### config.mk
export PLATFORM = sky130hd
export DESIGN_NAME = data_port_master_flat
export DESIGN_NICKNAME = d
export VERILOG_FILES = /design/src/rtl/data_port_master_if.sv /design/src/rtl/data_port_master.sv /design/src/flat_wrapper.sv
export SDC_FILE = /design/constraint.sdc
export NUM_CORES = 1
export LEC_CHECK = 0
export BUFFER_PORTS_ARGS = -buffer_cell sky130_fd_sc_hd__buf_4
export CORE_UTILIZATION = 40
export CTS_BUF_LIST = sky130_fd_sc_hd__clkbuf_8
export DETAILED_ROUTE_END_ITERATION = 7
export PLACE_DENSITY = 0.77
export SLEW_MARGIN = 20
export SYNTH_ARGS = -nofsm -noshare
export SYNTH_HDL_FRONTEND = slang
export SYNTH_SLANG_ARGS = --single-unit
### constraint.sdc
create_clock -name clk -period 4.4 [get_ports clk]
set_clock_uncertainty 0.05 [all_clocks]
set_input_delay 0.22 -clock clk [delete_from_list [all_inputs] [get_ports clk]]
set_output_delay 0.22 -clock clk [all_outputs]
set_load 0.01 [all_outputs]
### src/rtl/data_port_master_if.sv
// Core-side load/store bundle plus the word-indexed memory data port.
// The master modport is the sequencer; the slave modport is the execute stage and memory.
interface data_port_master_if;
    logic        req;
    logic        is_store;
    logic [2:0]  funct3;
    logic [31:0] addr;
    logic [31:0] wdata;
    logic        ready;
    logic        done;
    logic        err;
    logic [31:0] rdata;
    logic [31:0] d_addr;
    logic        mem_we;
    logic [31:0] mem_di;
    logic [31:0] mem_do;

    modport master (
        input  req, is_store, funct3, addr, wdata, mem_do,
        output ready, done, err, rdata, d_addr, mem_we, mem_di
    );

    modport slave (
        output req, is_store, funct3, addr, wdata, mem_do,
        input  ready, done, err, rdata, d_addr, mem_we, mem_di
    );
endinterface

### src/rtl/data_port_master.sv
// Byte-addressed RV32I load/store sequencer over a full-word memory port.
// Sub-word stores are done as read-modify-write through the mem_di register.
//
// state    | meaning
// ---------+----------------------------------------------------------
// S_IDLE   | waiting for req; request is latched and checked on accept
// S_LOAD   | word read, extracted/extended into rdata at the edge
// S_RMW_RD | word read, addressed byte/halfword merged into mem_di
// S_WRITE  | mem_we high, memory commits mem_di at the edge
// S_DONE   | one-cycle done pulse, err valid
module data_port_master #(
    parameter int DEPTH = 512
) (
    input  logic              clk,
    input  logic              rst,
    data_port_master_if.master bus
);

    localparam logic [2:0] S_IDLE   = 3'd0;
    localparam logic [2:0] S_LOAD   = 3'd1;
    localparam logic [2:0] S_RMW_RD = 3'd2;
    localparam logic [2:0] S_WRITE  = 3'd3;
    localparam logic [2:0] S_DONE   = 3'd4;

    localparam logic [31:0] DEPTH_W = 32'(DEPTH);

    logic [2:0]  state;
    logic [1:0]  lane_q;
    logic [2:0]  f3_q;
    logic [15:0] wsub_q;
    logic        err_q;
    logic [31:0] rdata_q;
    logic [31:0] d_addr_q;
    logic [31:0] mem_di_q;

    logic        f3_legal;
    logic        misaligned;
    logic        out_of_range;
    logic        req_err;
    logic [7:0]  ld_byte;
    logic [15:0] ld_half;
    logic [31:0] load_val;
    logic [31:0] merged;

    always_comb begin
        if (bus.is_store)
            f3_legal = bus.funct3 inside {3'b000, 3'b001, 3'b010};
        else
            f3_legal = bus.funct3 inside {3'b000, 3'b001, 3'b010, 3'b100, 3'b101};
        misaligned   = ((bus.funct3[1:0] == 2'b01) && bus.addr[0]) ||
                       ((bus.funct3[1:0] == 2'b10) && (bus.addr[1:0] != 2'b00));
        out_of_range = ({2'b00, bus.addr[31:2]} >= DEPTH_W);
        req_err      = !f3_legal || misaligned || out_of_range;
    end

    always_comb begin
        ld_byte  = bus.mem_do[{lane_q, 3'b000} +: 8];
        ld_half  = lane_q[1] ? bus.mem_do[31:16] : bus.mem_do[15:0];
        load_val = bus.mem_do;
        case (f3_q)
            3'b000:  load_val = {{24{ld_byte[7]}}, ld_byte};
            3'b001:  load_val = {{16{ld_half[15]}}, ld_half};
            3'b100:  load_val = {24'h0, ld_byte};
            3'b101:  load_val = {16'h0, ld_half};
            default: load_val = bus.mem_do;
        endcase
    end

    // Only SB (000) and SH (001) reach RMW_RD, so f3_q[0] selects the width.
    always_comb begin
        merged = bus.mem_do;
        if (f3_q[0])
            merged[{lane_q[1], 4'b0000} +: 16] = wsub_q;
        else
            merged[{lane_q, 3'b000} +: 8] = wsub_q[7:0];
    end

    always_ff @(posedge clk) begin
        if (rst) begin
            state    <= S_IDLE;
            lane_q   <= 2'b00;
            f3_q     <= 3'b000;
            wsub_q   <= 16'h0;
            err_q    <= 1'b0;
            rdata_q  <= 32'h0;
            d_addr_q <= 32'h0;
            mem_di_q <= 32'h0;
        end else begin
            case (state)
                S_IDLE: begin
                    if (bus.req) begin
                        lane_q   <= bus.addr[1:0];
                        f3_q     <= bus.funct3;
                        wsub_q   <= bus.wdata[15:0];
                        d_addr_q <= {2'b00, bus.addr[31:2]};
                        err_q    <= req_err;
                        if (req_err) begin
                            state <= S_DONE;
                        end else if (!bus.is_store) begin
                            state <= S_LOAD;
                        end else if (bus.funct3[1]) begin
                            mem_di_q <= bus.wdata;
                            state    <= S_WRITE;
                        end else begin
                            state <= S_RMW_RD;
                        end
                    end
                end
                S_LOAD: begin
                    rdata_q <= load_val;
                    state   <= S_DONE;
                end
                S_RMW_RD: begin
                    mem_di_q <= merged;
                    state    <= S_WRITE;
                end
                S_WRITE: state <= S_DONE;
                S_DONE:  state <= S_IDLE;
                default: state <= S_IDLE;
            endcase
        end
    end

    // Reset masks the strobes combinationally so an aborted transfer neither writes nor completes.
    assign bus.ready  = (state == S_IDLE) && !rst;
    assign bus.done   = (state == S_DONE) && !rst;
    assign bus.err    = err_q && (state == S_DONE) && !rst;
    assign bus.mem_we = (state == S_WRITE) && !rst;
    assign bus.rdata  = rdata_q;
    assign bus.d_addr = d_addr_q;
    assign bus.mem_di = mem_di_q;

endmodule

### src/flat_wrapper.sv
// flat-port wrapper written by rule: the top's interface ports become plain ports
module data_port_master_flat 
#(
    parameter int DEPTH = 512
)
  (clk, rst, bus_req, bus_is_store, bus_funct3, bus_addr, bus_wdata, bus_mem_do, bus_ready, bus_done, bus_err, bus_rdata, bus_d_addr, bus_mem_we, bus_mem_di);
  data_port_master_if bus_i ();
  input  logic clk;
  input  logic rst;
  input wire logic [$bits(bus_i.req)-1:0] bus_req;
  input wire logic [$bits(bus_i.is_store)-1:0] bus_is_store;
  input wire logic [$bits(bus_i.funct3)-1:0] bus_funct3;
  input wire logic [$bits(bus_i.addr)-1:0] bus_addr;
  input wire logic [$bits(bus_i.wdata)-1:0] bus_wdata;
  input wire logic [$bits(bus_i.mem_do)-1:0] bus_mem_do;
  output wire logic [$bits(bus_i.ready)-1:0] bus_ready;
  output wire logic [$bits(bus_i.done)-1:0] bus_done;
  output wire logic [$bits(bus_i.err)-1:0] bus_err;
  output wire logic [$bits(bus_i.rdata)-1:0] bus_rdata;
  output wire logic [$bits(bus_i.d_addr)-1:0] bus_d_addr;
  output wire logic [$bits(bus_i.mem_we)-1:0] bus_mem_we;
  output wire logic [$bits(bus_i.mem_di)-1:0] bus_mem_di;
  assign bus_i.req = bus_req;
  assign bus_i.is_store = bus_is_store;
  assign bus_i.funct3 = bus_funct3;
  assign bus_i.addr = bus_addr;
  assign bus_i.wdata = bus_wdata;
  assign bus_i.mem_do = bus_mem_do;
  assign bus_ready = bus_i.ready;
  assign bus_done = bus_i.done;
  assign bus_err = bus_i.err;
  assign bus_rdata = bus_i.rdata;
  assign bus_d_addr = bus_i.d_addr;
  assign bus_mem_we = bus_i.mem_we;
  assign bus_mem_di = bus_i.mem_di;
  data_port_master #(.DEPTH(DEPTH)) u_core (.clk(clk), .rst(rst), .bus(bus_i));
endmodule
* Word level (Yosys, flattened, before mapping)
Index checks and enable logic that the tools add are counted.
** Cells by class
- Reductions and logical operators :: 22
- Order comparisons :: 1
- Add/subtract/negate cells :: 2
- Shifts and indexed selects :: 5
- Equal/unequal tests :: 17
- Muxes and demuxes :: 16
** Operators with widths (number)
- 2-to-1 mux 32 bit :: 5
- case mux 32 bit (4 select lines) :: 1
- bitwise mux 32 bit :: 2
- case mux 32 bit (2 select lines) :: 1
- variable shift 16 x 7 -> 32 bit, first input constant :: 1
- variable shift 8 x 7 -> 32 bit, first input constant :: 1
- variable part select 16 x 7 -> 32 bit :: 1
- variable part select 32 x 6 -> 8 bit :: 1
- variable part select 8 x 7 -> 32 bit :: 1
- >= comparator 30 x 10 -> 1 bit, second input constant :: 1
- 2-to-1 mux 16 bit :: 1
- equality test 3 bit, second input constant :: 5
- negator 5 -> 7 bit :: 2
- equality test 3 x 1 -> 1 bit, second input constant :: 3
- equality test 3 x 2 -> 1 bit, second input constant :: 3
- zero test 3 bit :: 3
- 2-to-1 mux 3 bit :: 3
- case mux 3 bit (3 select lines) :: 1
- inequality test 2 bit, second input constant :: 4
- logical AND 1 bit :: 7
- AND reduction 5 bit :: 1
- nonzero test 5 bit :: 1
- nonzero test 2 bit :: 2
- logical OR 1 bit :: 3
- other kinds (7) :: 9
** Storage, ports and cells
- Bits of input ports :: 103
- Logic and storage cells :: 71
- Output and inout bits :: 100
- Register bits :: 119

* Depth between registers and ports, before layout
- Depth after elaboration :: 9
- Depth in mapped cells :: 11
- Depth with buffers taken out :: 7

* Worst setup path before layout
Ideal clock, no wire load.
- Kind :: register -> register
- From :: reg u_core.lane_q[1]
- To :: reg u_core.mem_di_q[18] (netlist: u_core.bus.mem_di[18])
- Library setup time :: 57 ps
- Required time :: 4293 ps
- Path buffers :: 4
- Cell stages (with the launch flop) :: 12
- Slack :: 1641 ps
- Data arrival time :: 2652 ps
- Period minus slack after synthesis :: 2759 ps
- Path through :: dfxtp_1 > buf_2 > buf_2 > clkbuf_1 > inv_1 > ha_1 > nor4bb_1 > clkbuf_1 > a221oi_1 > a211o_1 > a21oi_1 > mux2_4
** On the way
- Cells in the longest elaborated chain, start to end :: 5
- Elaborated cells on any way between the ends :: 10
- Those cells by class :: 2 x add/sub; 4 x shift; 4 x mux
** Ends and longest elaborated chain
- start, declared :: line data_port_master.sv:28 : logic [1:0] lane_q;
- start signal, assigned :: line data_port_master.sv:92 : lane_q <= bus.addr[1:0];
- negator 5 -> 7 bit, on equally long branches :: line data_port_master.sv:73, data_port_master.sv:75
- variable part select 16 x 7 -> 32 bit (tied with other cells) :: line data_port_master.sv:73 : merged[{lane_q[1], 4'b0000} +: 16] = wsub_q;
- bitwise mux 32 bit, on equally long branches :: line data_port_master.sv:73, data_port_master.sv:75
- 2-to-1 mux 32 bit * :: line data_port_master.sv:72 : if (f3_q[0])
- case mux 32 bit (2 select lines) * :: line data_port_master.sv:89 : case (state)
- end signal, assigned :: line data_port_master.sv:102 : mem_di_q <= bus.wdata;
- end signal, assigned :: line data_port_master.sv:114 : mem_di_q <= merged;
- end, declared :: line data_port_master.sv:34 : logic [31:0] mem_di_q;
Mark *: on every way between the ends. The rest lies on a longest branch, timed or not.
A chain may end at the register's enable or synchronous reset.

* Worst setup path after layout
- From :: reg u_core.lane_q[1]
- To :: reg u_core.mem_di_q[27] (netlist: u_core.bus.mem_di[27])
The elaborated chain is that of the path after synthesis.

==> impl_metrics.csv <==
group,metric,value,unit
logic_synthesis,ys_ff_latch,119,
logic_synthesis,synth_compound_area_frac,0.231,
setup_path,arrival,3.28,ns
global_routing,overflow,0,
setup_path,rr_startpoint,"u_core.lane_q[1]",
global_routing,groute.layer.met1.usage,0.321,
clocking,cts_max_level,4,
timing,slew_viol_final,0,
setup_path,worstRegToRegCells,7,
floorplan,dieWidth,129,um
clocking,cts_root_buffer,"clkbuf_8",
placement,gp_congestion,0.883,
timing,setup_viol,0,
drt,avgViaCountPerCell,5.42,
floorplan,io_pins,203,
drt,drt_iter0_drc,592,
timing,fin_crit_sh,0.667,
drt,drc,0,
setup_path,worst-path-buf-inv,1,
clocking,cts_inserted_buffers,17,
finish,final_area,9020,um^2
logic_synthesis,yosysUniqueCellTypes,45,
placement,numPortBuffers,200,
timing,period_needed,2.93,ns
finish,multi_input_area,3750,um^2
logic_synthesis,synth_xor_xnor_area_share,0,
logic_synthesis,synth_top_family_by_area,"compound AO/OA/AOI/OAI gates",
clocking,cts_tree,"yes",
setup_path,crit_path_start_kind,"register",
logic_synthesis,synthArstFlopShare,0,
logic_synthesis,synthAdderAreaFrac,0.00965,
drt,ant_nets,0,
setup_path,r2r-end,"u_core.bus.mem_di[27]",
min_path,hold_path.class,"input port to register",
clocking,clkSinkCount,119,
drt,routedWlPerCell,17.5,um
floorplan,floorplan.rows,46,
drt,vias,6621,
finish,num-nets-final,1100,
floorplan,initial_utilization,0.410,
logic_synthesis,ys_warn_count,0,
timing,rsz0062_at_grt,"false",
floorplan,dieArea,16700,um^2
global_routing,grt_max_degree,99,
floorplan,core-area,15800,um^2
global_routing,grt_pass1_wl,32800,um
drt,wirelength,21400,um
drt,dr.pass1.iters,5,
finish,drive_above_1_share,0.294,
job,maxCapViolCount,0,
clocking,cts_post_setup_buffers_inserted,0,
finish,final_common_cell,"buf_4",
pwr,p_leak,0.00380,uW
floorplan,die_h,129,um
timing,final_hold_viol_count,0,
logic_synthesis,synth_area,6480,um^2
placement,dpl-instance-area,8040,um^2
pwr,ir_worst_vdd,0.000212,V
clocking,cts_buffer_depth,2,
finish,area_growth,39.1,%
global_routing,grt_util_all_layers,0.256,
global_routing,grt_use_met3,0.0702,
finish,num_antenna_cells,0,
logic_synthesis,synth_edf_count,0,
logic_synthesis,syn_area_per_cell,8.30,um^2
clocking,clkLatencyLatePin,0.45,ns
logic_synthesis,ys_seq_area_frac,0.367,
timing,fmaxAchievable,0.341,GHz
timing,worstMarginPinSlew,1.02,ns
timing,fin_tns_setup,0,ns
logic_synthesis,syn_inst,781,
finish,final_cell_mix,"buf_4, nand2_1, dfxtp_1",
finish,fillers,1425,
global_routing,antenna_found_initial,0,
setup_path,crit_slowest_cell,"nor4bb_2",
setup_path,critPathKind,"register to register",
placement,dp_hpwl,14500,um
logic_synthesis,synth_simple_gate_area_frac,0.195,
logic_synthesis,synth_mux_area_frac,0.138,
clocking,path_clk_slew,0.08,ns
setup_path,critPathTopFamily,"simple AND/OR/NAND/NOR gates",
status,status,"completed",
setup_path,worstPathRequired,4.75,ns
setup_path,cp-end-kind,"register",
setup_path,critPathMaxStageDelay,0.73,ns
finish,ff_latch_area,2380,um^2
timing,relSlewSlack,0.322,
setup_path,r2r_setup_slack,1.47,ns
global_routing,grt.busiest_layer,"met2",
min_path,worstHoldPathCells,3,
global_routing,grt_pass1_vias,6220,
global_routing,grt.met2_usage,0.411,
logic_synthesis,ys.flop_type,"dfxtp_1",
pwr,powerDensity,294,nW/um^2
min_path,min_from,"bus_mem_do[22]",
setup_path,crit_chain,"inv_1 -> ha_1 -> nor4bb_2 -> a221oi_1 -> a211o_1 -> a21oi_1 -> mux2_4",
setup_path,cp_max_fo,25,
min_path,min_to,"u_core.bus.rdata[22]",
[metal layers]
layer	wire length, um	vias to the layer above
met4	677	0
met2	9960	323
met3	1960	50
li1	-	3186
met1	8800	3062
met5	0	-
[cell type report]
cell class	count	share of cell area
inverters	14	0.00583
multi-input cells	576	0.416
clock inverters	12	0.0185
well taps	216	0.0300
flip-flops and latches	119	0.265
clock buffers	20	0.0305
repair buffers	264	0.235
[cell families (layout without fill, tap and decap cells)]
kind of cell	after synthesis	in the layout
compound gates	222	222
fa+ha+maj	5	5
buf+inv	87	310
flops	119	119
mux	73	73
other cells	1	2
simple gates	274	274
[state kept, by name, indices dropped and copies added, names as in the netlist]
signal,flops
u_core.f3_q,3
u_core.bus.mem_di,32
u_core.bus.rdata,32
u_core.wsub_q,16
u_core.lane_q,2
u_core.state,3
u_core.bus.d_addr,30
u_core.err_q,1
[worst register-to-register path, stage by stage (launching register included)]
cell and delay (ns):
dfxtp_2 0.69, inv_1 0.18, ha_1 0.36, nor4bb_2 0.73, a221oi_1 0.19, a211o_1 0.34, a21oi_1 0.17, mux2_4 0.18
[per-stage QoR]
stage                     cells   util  power (uW)  setup slack [ns]  hold slack, ns
after detailed placement   1136  0.508        1530              1.62           0.397
final                      1221  0.570        2650              1.47          0.0261
after floorplan             782      -        1350              1.64           0.306
after CTS                  1221  0.569        2660              1.52         0.00450
after global placement     1136  0.507        1520              1.32           0.392
after global routing       1221  0.570        2740              1.28          0.0201
[Yosys cell counts (2+ instances only)]
library cell,number,share of area
nand2_1,166,0.096
dfxtp_1,119,0.37
a21oi_1,98,0.076
clkbuf_1,50,0.029
nor2_1,41,0.024
mux2i_1,33,0.051
nor2b_1,33,0.032
a211o_1,32,0.043
a221oi_1,32,0.043
mux2_4,30,0.069
a211oi_1,27,0.031
buf_2,14,0.011
inv_1,14,0.0081
mux2_2,10,0.017
o21ai_0,10,0.0077
nand3b_1,8,0.0093
a31oi_1,7,0.0068
o221ai_1,7,0.0095
ha_1,5,0.0097
o21a_1,4,0.0046
buf_1,3,0.0017
buf_4,3,0.0035
buf_6,3,0.0052
nor3_1,3,0.0023
nor4_2,3,0.0058
nor4bb_1,3,0.0046
and2_1,2,0.0019
and3_1,2,0.0019
nand2b_1,2,0.0019
nor4_1,2,0.0019
[where the power goes]
part           internal [uW]  total, uW  switching, uW
Clock                    613       1100            489
Combinational            197        409            212
Sequential              1100       1140           38.0
Total                   1920       2650            739
[worst max-delay path by stage]
stage | cells past startpoint | end | from
floorplan | 11 | u_core.bus.mem_di[18] | u_core.lane_q[1]
global placement | 7 | u_core.bus.mem_di[25] | u_core.lane_q[1]
detailed placement | 7 | u_core.bus.mem_di[28] | u_core.lane_q[1]
CTS | 7 | u_core.bus.mem_di[27] | u_core.lane_q[1]
global route | 7 | u_core.bus.mem_di[27] | u_core.lane_q[1]
finish | 7 | u_core.bus.mem_di[27] | u_core.lane_q[1]
[timing repair]
action | 4_1_cts | 5_1_grt
endpoints found under the setup margin | 0 | 0
hold buffers | 53 | 0
gates resized for setup | 0 | 0
hold endpoints to repair | 53 | 0
No activity file was read; power rests on OpenSTA's default activity.
